`src/rtl/up_counter_ctrl_if.sv`:
```
// ---------------------------------------------------------------------------
// up_counter_ctrl_if
// Groups the signals between the counter controller and its environment:
// the two requesters and the external loadable up counter.
//
//   req        [1:0]        interval request, bit i from requester i (level)
//   req_data0  [DATA_W-1:0] start value for requester 0
//   req_data1  [DATA_W-1:0] start value for requester 1
//   count_in   [DATA_W-1:0] current count returned by the up counter
//   cnt_load                load strobe to the counter
//   cnt_data   [DATA_W-1:0] load value to the counter
//   gnt        [1:0]        one-hot owner of the counter, 2'b00 when free
//   done       [1:0]        one-cycle completion pulse to the owner
//   busy                    high whenever the controller is not idle
//
// Modports: master = requesters/counter side, slave = controller side.
// ---------------------------------------------------------------------------
interface up_counter_ctrl_if #(
    parameter int DATA_W = 4
);
    logic [1:0]        req;
    logic [DATA_W-1:0] req_data0;
    logic [DATA_W-1:0] req_data1;
    logic [DATA_W-1:0] count_in;
    logic              cnt_load;
    logic [DATA_W-1:0] cnt_data;
    logic [1:0]        gnt;
    logic [1:0]        done;
    logic              busy;

    modport master (
        output req, req_data0, req_data1, count_in,
        input  cnt_load, cnt_data, gnt, done, busy
    );

    modport slave (
        input  req, req_data0, req_data1, count_in,
        output cnt_load, cnt_data, gnt, done, busy
    );
endinterface

```
`src/rtl/up_counter_ctrl.sv`:
```
// ---------------------------------------------------------------------------
// up_counter_ctrl
// Shares one external loadable up counter between two requesters. A winner
// is chosen in IDLE, its start value is loaded into the counter (LOAD), the
// counter is watched until it reaches all-ones (RUN), and the winner gets a
// one-cycle done pulse (DONE) before the block returns to IDLE.
//
// Ports:
//   clk   input  single clock, rising edge
//   rst   input  asynchronous, active-low reset
//   bus   slave modport of up_counter_ctrl_if (req, req_data0/1, count_in,
//         cnt_load, cnt_data, gnt, done, busy)
//
// Configuration macro:
//   CNT_CTRL_FIXED_PRIO_EN  defined   -> fixed priority, req[0] always wins,
//                                        no round-robin pointer
//                           undefined -> round-robin between the requesters
// ---------------------------------------------------------------------------
module up_counter_ctrl #(
    parameter int DATA_W = 4
) (
    input  logic               clk,
    input  logic               rst,
    up_counter_ctrl_if.slave   bus
);

    typedef enum logic [1:0] {
        IDLE = 2'd0,
        LOAD = 2'd1,
        RUN  = 2'd2,
        DONE = 2'd3
    } state_t;

    state_t state;
    logic   pick;      // index of the requester that wins this arbitration

`ifdef CNT_CTRL_FIXED_PRIO_EN
    // Requester 0 wins whenever it is asking.
    always_comb begin
        pick = 1'b0;
        if (!bus.req[0]) pick = 1'b1;
    end
`else
    logic ptr;         // favoured requester when both are asking

    always_comb begin
        pick = 1'b0;
        if (bus.req == 2'b11) pick = ptr;
        else                  pick = bus.req[1];
    end
`endif

    always_ff @(posedge clk or negedge rst) begin
        if (!rst) begin
            state        <= IDLE;
            bus.gnt      <= 2'b00;
            bus.done     <= 2'b00;
            bus.cnt_load <= 1'b0;
            bus.cnt_data <= '0;
            bus.busy     <= 1'b0;
`ifndef CNT_CTRL_FIXED_PRIO_EN
            ptr          <= 1'b0;
`endif
        end else begin
            case (state)
                IDLE: begin
                    if (bus.req != 2'b00) begin
                        // Start value is captured here so later changes on
                        // req_data* cannot disturb the running interval.
                        bus.gnt      <= pick ? 2'b10 : 2'b01;
                        bus.cnt_data <= pick ? bus.req_data1 : bus.req_data0;
                        bus.cnt_load <= 1'b1;
                        bus.busy     <= 1'b1;
                        state        <= LOAD;
                    end
                end
                LOAD: begin
                    bus.cnt_load <= 1'b0;
                    state        <= RUN;
                end
                RUN: begin
                    if (bus.count_in == '1) begin
                        // gnt is one-hot, so it doubles as the done mask.
                        bus.done <= bus.gnt;
                        state    <= DONE;
                    end
                end
                DONE: begin
                    bus.done <= 2'b00;
                    bus.gnt  <= 2'b00;
                    bus.busy <= 1'b0;
`ifndef CNT_CTRL_FIXED_PRIO_EN
                    // Favour the requester that was not just served.
                    ptr      <= bus.gnt[0];
`endif
                    state    <= IDLE;
                end
                default: begin
                    state <= IDLE;
                end
            endcase
        end
    end

endmodule

```
`src/flat_wrapper.sv`:
```
// flat-port wrapper written by rule: the top's interface ports become plain ports
module up_counter_ctrl_flat 
#(
    parameter int DATA_W = 4
)
  (clk, rst, bus_req, bus_req_data0, bus_req_data1, bus_count_in, bus_cnt_load, bus_cnt_data, bus_gnt, bus_done, bus_busy);
  up_counter_ctrl_if #(.DATA_W(DATA_W)) bus_i ();
  input  logic clk;
  input  logic rst;
  input wire logic [$bits(bus_i.req)-1:0] bus_req;
  input wire logic [$bits(bus_i.req_data0)-1:0] bus_req_data0;
  input wire logic [$bits(bus_i.req_data1)-1:0] bus_req_data1;
  input wire logic [$bits(bus_i.count_in)-1:0] bus_count_in;
  output wire logic [$bits(bus_i.cnt_load)-1:0] bus_cnt_load;
  output wire logic [$bits(bus_i.cnt_data)-1:0] bus_cnt_data;
  output wire logic [$bits(bus_i.gnt)-1:0] bus_gnt;
  output wire logic [$bits(bus_i.done)-1:0] bus_done;
  output wire logic [$bits(bus_i.busy)-1:0] bus_busy;
  assign bus_i.req = bus_req;
  assign bus_i.req_data0 = bus_req_data0;
  assign bus_i.req_data1 = bus_req_data1;
  assign bus_i.count_in = bus_count_in;
  assign bus_cnt_load = bus_i.cnt_load;
  assign bus_cnt_data = bus_i.cnt_data;
  assign bus_gnt = bus_i.gnt;
  assign bus_done = bus_i.done;
  assign bus_busy = bus_i.busy;
  up_counter_ctrl #(.DATA_W(DATA_W)) u_core (.clk(clk), .rst(rst), .bus(bus_i));
endmodule
```
`config.mk`:
```
export PLATFORM = sky130hd
export DESIGN_NAME = up_counter_ctrl_flat
export DESIGN_NICKNAME = d
export VERILOG_FILES = /design/src/rtl/up_counter_ctrl_if.sv /design/src/rtl/up_counter_ctrl.sv /design/src/flat_wrapper.sv
export SDC_FILE = /design/constraint.sdc
export NUM_CORES = 1
export LEC_CHECK = 0
export BUFFER_PORTS_ARGS = -buffer_cell sky130_fd_sc_hd__clkbuf_2
export CORE_MARGIN = 5
export CORE_UTILIZATION = 39
export DETAILED_ROUTE_END_ITERATION = 10
export PLACE_DENSITY = 0.67
export SETUP_SLACK_MARGIN = 0.4
export SYNTH_ARGS = -nofsm -noshare
export SYNTH_HDL_FRONTEND = slang
export SYNTH_SLANG_ARGS = --single-unit
```
`constraint.sdc`:
```
create_clock -name clk -period 1.65 [get_ports clk]
set_input_delay 0.165 -clock clk [delete_from_list [all_inputs] [get_ports clk]]
set_output_delay 0.165 -clock clk [all_outputs]
set_load 0.03 [all_outputs]
```
==> results of run 1 <==
## what timing repair did
| action | CTS | global route |
|---|---|---|
| buffers inserted | 8 | 0 |
| hold endpoints to repair | 13 | 0 |
| hold buffers | 1 | 0 |
| pin swaps | 3 | 1 |
| gates resized for setup | 6 | 4 |
| endpoints found under the setup margin | 8 | 12 |
## power breakdown
part | switching (mW) | total (mW) | leakage (nW) | internal (mW)
clock network | 0.0969 | 0.191 | 0.0150 | 0.0936
logic | 0.638 | 1.17 | 0.295 | 0.532
registers | 0.0967 | 0.567 | 0.157 | 0.470
total | 0.832 | 1.93 | 0.467 | 1.10
## sequential cells by signal (all words and copies together), names as in the netlist
name	count
u_core.bus.cnt_load	1
u_core.bus.busy	1
u_core.bus.done	2
u_core.state	2
u_core.bus.cnt_data	4
u_core.bus.gnt	2
u_core.ptr	1
## area by class of cell
cell class	count	share of cell area
Sequential cell	13	0.3295
Multi-Input combinational cell	54	0.3954
Tap cell	25	0.03169
Timing Repair Buffer	34	0.2015
Inverter	4	0.01521
Clock buffer	4	0.02662
## worst min path at each step
stage                           from  depth (start not counted)                            endpoint
global placement                 rst                          1  u_core.bus.cnt_data[2]$_DFFE_PN0P_
finish              bus_req_data1[0]                          3  u_core.bus.cnt_data[0]$_DFFE_PN0P_
detailed placement               rst                          1  u_core.bus.cnt_data[3]$_DFFE_PN0P_
floorplan                        rst                          0         u_core.bus.busy$_DFFE_PN0P_
CTS                 bus_req_data1[0]                          3  u_core.bus.cnt_data[0]$_DFFE_PN0P_
global route        bus_req_data0[3]                          3  u_core.bus.cnt_data[3]$_DFFE_PN0P_
## stage by stage
stage | total power, mW | instances | hold WS (ns) | utilization | instance area, sq um
final | 1.927 | 134 | 0.1541 | 0.5717 | 987.2
after detailed placement | 1.499 | 121 | 0.08829 | 0.4949 | 854.6
after floorplan | 1.287 | 74 | -0.1306 | - | 724.4
after global routing | 2.085 | 134 | 0.1556 | 0.5717 | 987.2
after CTS | 1.924 | 134 | 0.1434 | 0.5681 | 980.9
after global placement | 1.470 | 121 | 0.08283 | 0.4949 | 854.6
## kinds of logic (layout without fill, tap and decap cells)
group,Yosys count,count (layout),share of synthesized area
fa+ha+maj,4,4,0.06993
simple gates,27,27,0.1976
flops,13,13,0.4545
compound gates,21,21,0.1836
mux,2,2,0.03671
buf+inv,7,42,0.05768
## worst reg2reg max path, stage by stage (launching register included)
cell     delay (ns)
dfrtp_1        0.37
inv_2          0.06
buf_4          0.14
ha_4           0.17
a21oi_4        0.17
mux2_4         0.31
## placed cells by master, fill, tap and decap left out, types with 2 or more instances in the layout
master	instances
a21oi_1	2
a31oi_1	7
buf_4	7
clkbuf_2	25
clkbuf_4	3
dfrtp_1	13
ha_4	2
inv_2	3
nand2_1	4
nand3_1	7
nand4_1	2
nor2_1	7
nor2b_1	3
o21ai_0	7
## routing by layer
| layer | GRT usage | up-vias | part of all wire |
|---|---|---|---|
| met3 | 0.04274 | 4 | 0.034 |
| met1 | 0.1530 | 308 | 0.44 |
| met4 | 0.07660 | 0 | 0.027 |
| met2 | 0.2397 | 14 | 0.50 |
| li1 | - | 340 | - |
| met5 | 0 | - | 0 |
==> summary.md, run 1 <==
| Metric | Value |
|---|---|
| Outcome | `finished, final reports clean` |
| Critical path arrival | `1.48 ns` |
| Reg-to-reg endpoint | `u_core.state[1]$_DFFE_PN0P_` |
| DP Wirelength | `1200 um` |
| Clk_skew | `0.003046 ns` |
| CP max-delay cell | `dfrtp_1` |
| Primary FF master, synth | `dfrtp_1` |
| Layout area overhead | `37.94%` |
| Slew margin rel. | `0.7755` |
| Achievable Freq | `0.7561 GHz` |
| Initial antenna violation count | `0` |
| Final Hold Vio Count | `0` |
| Worst VDD drop | `906.1 uV` |
| Leak | `0.4672 nW` |
| WP data required | `1.81 ns` |
| Die ar. | `2792 sq um` |
| EDFF count, synth | `0` |
| TritonRoute pass-1 iters | `5` |
| Ys async rst share | `1.000` |
| IO Count | `26` |
| Worst Tran Pin Value | `0.3368 ns` |
| GR Util All Layers | `0.1405` |
| HP Class | `input pin to flop` |
| Nets@finish | `130` |
| Die width | `52.84 um` |
| Avg Cell Area, Syn | `9.671 sq um` |
| DIE HEIGHT | `52.84 um` |
| Post-synth top cells | `dfrtp_1, o21ai_0, a31oi_1, nand3_1, nor2_1` |
| CP Cell Sequence | `inv_2 -> buf_4 -> ha_4 -> a21oi_4 -> mux2_4` |
| GPL Wtd Cong | `0.7732` |
| Core outline area | `1727 sq um` |
| RSZ-0062 raised after global routing | `true` |
| Synth Register Bits | `13` |
| Tcrit/Tclk final | `0.8016` |
| CP Class | `flop to flop` |
| CP top delay family | `flip-flops` |
| Largest net degree at the start of global routing | `14` |
| Setup crit start | `u_core.state[0]$_DFFE_PN0P_` |
| CTS clk-pin slew, worst paths | `0.08 ns` |
| R2R cell count | `5` |
| Post-Syn Nets | `94` |
| Initial DRC count | `7` |
| Critical Path Sink Type | `flop` |
| Crit-path max cell delay | `0.37 ns` |
| Maxcap violations | `0` |
| WL per Instance | `12.36 um` |
| Reg2Reg Launch Point | `u_core.state[0]$_DFFE_PN0P_` |
| Syn. warnings | `0` |
| Pre-CTS setup slack | `0.1777 ns` |
| Wire length of the first global-routing pass | `2780 um` |
| Unique masters post-synth | `23` |
| Worst setup SP type | `flop` |
| Final setup viols | `0` |
| Vias per cell | `4.970` |
| Setup TNS | `0 ns` |
| Synth area leaders | `dfrtp_1, ha_1, a31oi_1, o21ai_0, nand3_1` |
| PnR worst setup slack | `0.3274 ns` |
| N_diodes | `0` |
| Synth area leader | `dfrtp_1` |
| Slew Viols, Final | `0` |
| Crit Path Max Fanout | `4` |
| Max H-tree Level | `1` |
| CTS sink cnt | `13` |
| Top-area cell type share of the netlist area | `0.4545` |
| Worst Path Buf+Inv | `2` |
| Sequential area share after synthesis | `0.4545` |
| Final Critical Period | `1.323 ns` |
| Cell count along the critical path | `5` |
| Starting Density | `0.4145` |
| Root Driver | `clkbuf_4` |
| Mapped Area | `715.7 sq um` |
| R2R Setup Slk | `0.33 ns` |
| Antenna Nets Post-Route | `0` |
| Most frequent cell after synthesis | `dfrtp_1` |
| Vias | `666` |
| Drt drc | `0` |
| Final wirelength | `1656 um` |
| CTS max path bufs | `2` |
| CTS Buf Count | `3` |
| Congestion Overflow GR | `0` |
| Layout cells sized above 1 | `0.4404` |
| Vias in the first global route | `659` |
| FILL cells | `161` |
| Synth Instances | `74` |
| Clk_lat worst skew | `0.27 ns` |
| CTS tree | `built` |
| Area of the multi-input gates | `390.4 sq um` |
| Storage element area | `325.3 sq um` |
| IO Port Bufs | `25` |
| Setup crit end | `u_core.state[1]$_DFFE_PN0P_` |
| Core Rows | `15` |
| Pwr Density | `1952 nW/um^2` |
No activity file was read; power rests on OpenSTA's default activity.
==> run 2: changes to the inputs <==
--- a/config.mk
+++ b/config.mk
@@ -9,7 +9,7 @@
 export CORE_MARGIN = 5
 export CORE_UTILIZATION = 39
 export DETAILED_ROUTE_END_ITERATION = 10
-export PLACE_DENSITY = 0.67
+export PLACE_DENSITY = 0.7
 export SETUP_SLACK_MARGIN = 0.4
 export SYNTH_ARGS = -nofsm -noshare
 export SYNTH_HDL_FRONTEND = slang
==> constraint.sdc (replaced) <==
create_clock -name clk -period 1.2 [get_ports clk]
set_input_delay 0.12 -clock clk [delete_from_list [all_inputs] [get_ports clk]]
set_output_delay 0.12 -clock clk [all_outputs]
set_load 0.03 [all_outputs]
==> run 2 against run 1 <==
  * The run now ends with setup timing left
  * Clock skew rose by 0.0029 ns
  * Via count rose by 7.2%
  * Routed wire length rose by 16%
  * Total power rose by 73%
  * Critical path depth did not move
  * Worst setup slack got worse by 0.45 ns
  * Global-route usage rose by 0.84 points
  * Cell area rose by 19%
  * Combinational power rose by 89%
  * Final cell count rose by 6.7%
  * Clock power rose by 45%
  * Critical endpoint unchanged
  * Largest power group unchanged
==> summary.md, run 2 (synthesis results as in run 1) <==
| Metric | Value |
|---|---|
| PnR worst setup slack | `-0.1200 ns (was 0.3274 ns)` |
| Slew margin rel. | `0.7821 (was 0.7755)` |
| IO Port Bufs | `25 (unchanged)` |
| Antenna Nets Post-Route | `0 (unchanged)` |
| Initial antenna violation count | `0 (unchanged)` |
| FILL cells | `146 (was 161)` |
| N_diodes | `0 (unchanged)` |
| DIE HEIGHT | `52.84 um (unchanged)` |
| Worst Tran Pin Value | `0.3268 ns (was 0.3368 ns)` |
| Vias in the first global route | `696 (was 659)` |
| GR Util All Layers | `0.1489 (was 0.1405)` |
| Outcome | `complete, but fails checks (was finished, final reports clean)` |
| Pwr Density | `2825 nW/um^2 (was 1952 nW/um^2)` |
| Worst setup SP type | `flop (unchanged)` |
| CP max-delay cell | `dfrtp_1 (unchanged)` |
| CTS Buf Count | `3 (unchanged)` |
| Most frequent cells in the layout | `clkbuf_2, buf_4, dfrtp_1 (was clkbuf_2, dfrtp_1)` |
| Drt drc | `0 (unchanged)` |
| Max H-tree Level | `1 (unchanged)` |
| WL per Instance | `13.39 um (was 12.36 um)` |
| Critical Path Sink Type | `flop (unchanged)` |
| Largest net degree at the start of global routing | `14 (unchanged)` |
| Vias per cell | `4.993 (was 4.970)` |
| DP Wirelength | `1317 um (was 1200 um)` |
| Critical path arrival | `1.48 ns (about the same)` |
| Root Driver | `clkbuf_4 (unchanged)` |
| Largest Register | `u_core.bus.cnt_data (unchanged)` |
| Slew Viols, Final | `0 (unchanged)` |
| Vias | `714 (was 666)` |
| Leak | `0.5485 nW (was 0.4672 nW)` |
| RSZ-0062 raised after global routing | `true (unchanged)` |
| Final setup viols | `9 (was 0)` |
| Crit-path max cell delay | `0.37 ns (about the same)` |
| Wire length of the first global-routing pass | `2973 um (was 2780 um)` |
| Largest register FFs | `4 (unchanged)` |
| CTS sink cnt | `13 (unchanged)` |
| Inst Count DP | `130 (was 121)` |
| Die ar. | `2792 sq um (unchanged)` |
| Fin cells | `143 (was 134)` |
| Achievable Freq | `0.7576 GHz (was 0.7561 GHz)` |
| TritonRoute pass-1 iters | `4 (was 5)` |
| End-of-flow core utilization | `0.6826 (was 0.5717)` |
| Crit Path Max Fanout | `3 (was 4)` |
| HP Class | `input pin to flop (unchanged)` |
| Most common library cell in the layout ignoring fill and taps | `clkbuf_2 (unchanged)` |
| CP Cell Sequence | `inv_2 -> ha_4 -> nor3b_4 -> a21oi_2 -> mux2_4 (was inv_2 -> buf_4 -> ha_4 -> a21oi_4 -> mux2_4)` |
| WP data required | `1.36 ns (was 1.81 ns)` |
| Clk_skew | `0.005935 ns (was 0.003046 ns)` |
| GPL Wtd Cong | `0.7828 (was 0.7732)` |
| IO Count | `26 (unchanged)` |
| CTS max path bufs | `2 (unchanged)` |
| Maxcap violations | `0 (unchanged)` |
| Final wirelength | `1915 um (was 1656 um)` |
| Final Hold Vio Count | `0 (unchanged)` |
| Core Rows | `15 (unchanged)` |
| Failing checks | `setup timing` |
| Initial DRC count | `10 (was 7)` |
| Starting Density | `0.4145 (unchanged)` |
| Layout cells sized above 1 | `0.5000 (was 0.4404)` |
| Final Critical Period | `1.320 ns (was 1.323 ns)` |
| Die width | `52.84 um (unchanged)` |
| Layout area overhead | `64.69% (was 37.94%)` |
| Congestion Overflow GR | `0 (unchanged)` |
| Nets@finish | `139 (was 130)` |
| CP Class | `flop to flop (unchanged)` |
| Tcrit/Tclk final | `1.100 (was 0.8016)` |
| CTS tree | `built (unchanged)` |
| Worst VDD drop | `1583 uV (was 906.1 uV)` |
| Core outline area | `1727 sq um (unchanged)` |
| CTS clk-pin slew, worst paths | `0.08 ns (about the same)` |
| Clk_lat worst skew | `0.28 ns (was 0.27 ns)` |
-- run 2: final timing paths --
kind / from / endpoint / slack, ns / depth (start not counted)
worst max-delay path: u_core.state[0]$_DFFE_PN0P_ / u_core.state[1]$_DFFE_PN0P_ / -0.12 / 5
worst min-delay path: bus_req_data1[3] / u_core.bus.cnt_data[3]$_DFFE_PN0P_ / 0.1 / 3
worst min register to register: u_core.bus.busy$_DFFE_PN0P_ / u_core.bus.busy$_DFFE_PN0P_ / 0.54 / 1
min in group asynchronous: rst / u_core.bus.cnt_data[2]$_DFFE_PN0P_ / 0.27 / 2
worst max register to register: u_core.state[0]$_DFFE_PN0P_ / u_core.state[1]$_DFFE_PN0P_ / -0.12 / 5
max in group asynchronous: rst / u_core.bus.busy$_DFFE_PN0P_ / 0.67 / 2
-- run 2: what timing repair did --
| item | in CTS | in global routing |
|---|---|---|
| setup buffers | 6 | 2 |
| hold endpoints to repair | 13 | 0 |
| endpoints found under the setup margin | 23 | 23 |
| hold buffers | 1 | 0 |
| gates resized for setup | 34 | 11 |
| pin swaps | 3 | 4 |
-- run 2: layout make-up --
class,count,area (sq um),share of cell area
repair buffers,43,390.4,0.3312
multi-input cells,54,386.6,0.3280
flip-flops and latches,13,326.6,0.2771
well taps,25,31.28,0.02654
clock buffers,4,26.28,0.02229
inverters,4,17.52,0.01486
-- run 2: routing by layer --
| layer | routed length [um] | vias up | global-route usage |
|---|---|---|---|
| li1 | - | 359 | - |
| met1 | 744 | 331 | 0.1620 |
| met3 | 99 | 6 | 0.05128 |
| met5 | 0 | - | 0 |
| met2 | 1033 | 18 | 0.2583 |
| met4 | 38 | 0 | 0.06383 |
-- run 2: worst max-delay path, delay by kind of cell (launching register included) --
family	cells	cell delay (ns)
buf+inv	1	0.06
simple gates	1	0.15
mux	1	0.31
fa+ha+maj	1	0.16
compound gates	1	0.15
flops	1	0.37
-- run 2: power by group --
| part | internal [mW] | total, mW | switching, mW |
|---|---|---|---|
| sequential | 0.650 | 0.846 | 0.196 |
| combinational | 1.23 | 2.21 | 0.979 |
| clock | 0.129 | 0.277 | 0.148 |
-- run 2: stage by stage --
step | hold WS (ns) | total power, mW | area (sq um) | setup TNS [ns] | setup WS, ns
floorplan | -0.1756 | 1.787 | 729.5 | -0.3717 | -0.2191
global placement | 0.02995 | 2.262 | 935.9 | -0.1194 | -0.1060
CTS | 0.08534 | 3.156 | 1147 | -0.4499 | -0.1159
global route | 0.1074 | 3.549 | 1179 | -1.232 | -0.1706
finish | 0.09745 | 3.329 | 1179 | -0.4967 | -0.1200
detailed placement | 0.03822 | 2.315 | 935.9 | -0.2908 | -0.1439
==> run 3: changes to the inputs <==
--- a/config.mk
+++ b/config.mk
@@ -10,7 +10,7 @@
 export CORE_UTILIZATION = 39
 export DETAILED_ROUTE_END_ITERATION = 10
 export PLACE_DENSITY = 0.7
-export SETUP_SLACK_MARGIN = 0.4
+export SETUP_SLACK_MARGIN = 0.02
 export SYNTH_ARGS = -nofsm -noshare
 export SYNTH_HDL_FRONTEND = slang
 export SYNTH_SLANG_ARGS = --single-unit
==> run 3 against run 2 <==
  * Count of clock-buffer cells in the layout unchanged
  * The flow still finishes with violations (setup timing)
  * Global-route usage decreased by 0.29 points
  * Largest power group unchanged
  * Clock power decreased by 3%
  * Critical path type unchanged
==> summary.md, run 3 (synthesis results as in run 1) <==
| Metric | Value |
|---|---|
| Final wirelength | `1786 um (was 1915 um)` |
| DP Wirelength | `1345 um (was 1317 um)` |
| FILL cells | `172 (was 146)` |
| Largest register FFs | `4 (unchanged)` |
| N_diodes | `0 (unchanged)` |
| HP Class | `input pin to flop (unchanged)` |
| WL per Instance | `13.13 um (was 13.39 um)` |
| Grt met1 use | `0.1606 (was 0.1620)` |
| Vias in the first global route | `664 (was 696)` |
| TritonRoute pass-1 iters | `4 (unchanged)` |
| CP Class | `flop to flop (unchanged)` |
| CP max-delay cell | `dfrtp_1 (unchanged)` |
| Core Rows | `15 (unchanged)` |
| IO Count | `26 (unchanged)` |
| Critical Path Sink Type | `flop (unchanged)` |
| CTS max path bufs | `2 (unchanged)` |
| Vias | `657 (was 714)` |
| Leak | `0.4747 nW (was 0.5485 nW)` |
| CTS tree | `built (unchanged)` |
| RSZ-0062 raised after global routing | `true (unchanged)` |
| Final setup viols | `6 (was 9)` |
| Initial antenna violation count | `0 (unchanged)` |
| Setup TNS | `-0.2103 ns (was -0.4967 ns)` |
| Layout cells sized above 1 | `0.4775 (was 0.5000)` |
| CTS Buf Count | `3 (unchanged)` |
| Slew Viols, Final | `0 (unchanged)` |
| Total power draw | `2.681 mW (was 3.329 mW)` |
| Nets@finish | `132 (was 139)` |
| Initial DRC count | `9 (was 10)` |
| Largest Register | `u_core.bus.cnt_data (unchanged)` |
| Worst setup SP type | `flop (unchanged)` |
| Most frequent cells in the layout | `clkbuf_2, dfrtp_1, buf_4 (was clkbuf_2, buf_4, dfrtp_1)` |
| Failing checks | `setup timing (unchanged)` |
| Slew margin rel. | `0.7836 (was 0.7821)` |
| Hold Slack | `0.09415 ns (was 0.09745 ns)` |
| WP data required | `1.37 ns (was 1.36 ns)` |
| Achievable Freq | `0.7567 GHz (was 0.7576 GHz)` |
| Outcome | `complete, but fails checks (unchanged)` |
| Largest net degree at the start of global routing | `14 (unchanged)` |
| Worst Tran Pin Value | `0.3245 ns (was 0.3268 ns)` |
| Core outline area | `1727 sq um (unchanged)` |
| Starting Density | `0.4145 (unchanged)` |
| Final Critical Period | `1.322 ns (was 1.320 ns)` |
| Max H-tree Level | `1 (unchanged)` |
| DIE HEIGHT | `52.84 um (unchanged)` |
| Wire length of the first global-routing pass | `2918 um (was 2973 um)` |
| Vias per cell | `4.831 (was 4.993)` |
| Antenna Nets Post-Route | `0 (unchanged)` |
| Storage element area | `326.6 sq um (unchanged)` |
| Drt drc | `0 (unchanged)` |
| CP Cell Sequence | `inv_2 -> ha_4 -> nor3b_4 -> a21oi_2 -> mux2_4 (unchanged)` |
| Final Hold Vio Count | `0 (unchanged)` |
| Gr busiest metal | `met2 (unchanged)` |
| Clk_skew | `0.008258 ns (was 0.005935 ns)` |
| Worst VDD drop | `1328 uV (was 1583 uV)` |
| Die width | `52.84 um (unchanged)` |
| Pwr Density | `2698 nW/um^2 (was 2825 nW/um^2)` |
| Clk_lat worst skew | `0.28 ns (about the same)` |
| Critical path arrival | `1.49 ns (was 1.48 ns)` |
| Crit Path Max Fanout | `3 (unchanged)` |
| GPL Wtd Cong | `0.7738 (was 0.7828)` |
| CTS sink cnt | `13 (unchanged)` |
| GR Util All Layers | `0.1460 (was 0.1489)` |
| Root Driver | `clkbuf_4 (unchanged)` |
| Congestion Overflow GR | `0 (unchanged)` |
| IO Port Bufs | `25 (unchanged)` |
| Most common library cell in the layout ignoring fill and taps | `clkbuf_2 (unchanged)` |
| PnR worst setup slack | `-0.1215 ns (was -0.1200 ns)` |
| Area of the multi-input gates | `384.1 sq um (was 386.6 sq um)` |
| Layout area overhead | `38.81% (was 64.69%)` |
| Met2 GRT Util | `0.2562 (was 0.2583)` |
| Met3 usage | `0.05983 (was 0.05128)` |
| Tcrit/Tclk final | `1.101 (was 1.100)` |
| CTS clk-pin slew, worst paths | `0.08 ns (about the same)` |
| Die ar. | `2792 sq um (unchanged)` |
| End-of-flow core utilization | `0.5754 (was 0.6826)` |
| Crit-path max cell delay | `0.37 ns (about the same)` |
| Maxcap violations | `0 (unchanged)` |
## run 3: changes by cell type in the layout (fill, tap and decap cells not counted), sizes merged
cell	change
buf	-17
clkbuf	+10
## run 3: layout make-up
| cell class | count | area share |
|---|---|---|
| clock buffer | 4 | 0.02645 |
| inverter | 4 | 0.01511 |
| multi-input combinational | 54 | 0.3866 |
| sequential | 13 | 0.3287 |
| tap | 25 | 0.03149 |
| timing repair buffer | 36 | 0.2116 |
## run 3: power breakdown
| part | switching (mW) | internal [mW] |
|---|---|---|
| Clock | 0.141 | 0.129 |
| Combinational | 0.889 | 0.732 |
| Sequential | 0.141 | 0.649 |
| Total | 1.17 | 1.51 |
## run 3: worst max-delay path: cells and delay by family, from the launching register on
family	cells	cell delay (ns)
AND/OR/NAND/NOR	1	0.15
flip-flops	1	0.37
multiplexers	1	0.31
buffers and inverters	1	0.06
adder cells (fa/ha/maj)	1	0.16
AO/OA/AOI/OAI	1	0.15
## run 3: final timing paths
path	end	startpoint	depth (start not counted)	slack, ns
max	u_core.state[1]$_DFFE_PN0P_	u_core.state[1]$_DFFE_PN0P_	5	-0.12
min	u_core.bus.cnt_data[0]$_DFFE_PN0P_	bus_req_data0[0]	3	0.09
max reg2reg	u_core.state[1]$_DFFE_PN0P_	u_core.state[1]$_DFFE_PN0P_	5	-0.12
min reg2reg	u_core.bus.busy$_DFFE_PN0P_	u_core.bus.busy$_DFFE_PN0P_	1	0.52
max in group asynchronous	u_core.bus.busy$_DFFE_PN0P_	rst	2	0.68
min in group asynchronous	u_core.bus.gnt[1]$_DFFE_PN0P_	rst	2	0.26
## run 3: timing repair
action / 4_1_cts / 5_1_grt
setup buffers: 1 / 1
resized for setup: 7 / 4
pin swaps: 2 / 2
hold buffers: 1 / 0
endpoints found under the hold margin: 13 / 0
setup endpoints to repair: 13 / 13
## run 3: layer usage
metal | up-vias | wire, um
li1 | 341 | -
met1 | 295 | 755
met2 | 21 | 909
met3 | 0 | 122
met4 | 0 | 0
met5 | - | 0
## run 3: stage by stage
step           worst slack [ns]  cells  instance area (sq um)
2_1_floorplan           -0.2192     74                  729.5
3_3_place_gp            -0.1189    129                  915.9
3_5_place_dp            -0.1559    129                  915.9
4_1_cts                 -0.1258    135                  972.2
5_1_grt                 -0.1925    136                  993.5
6_report                -0.1215    136                  993.5
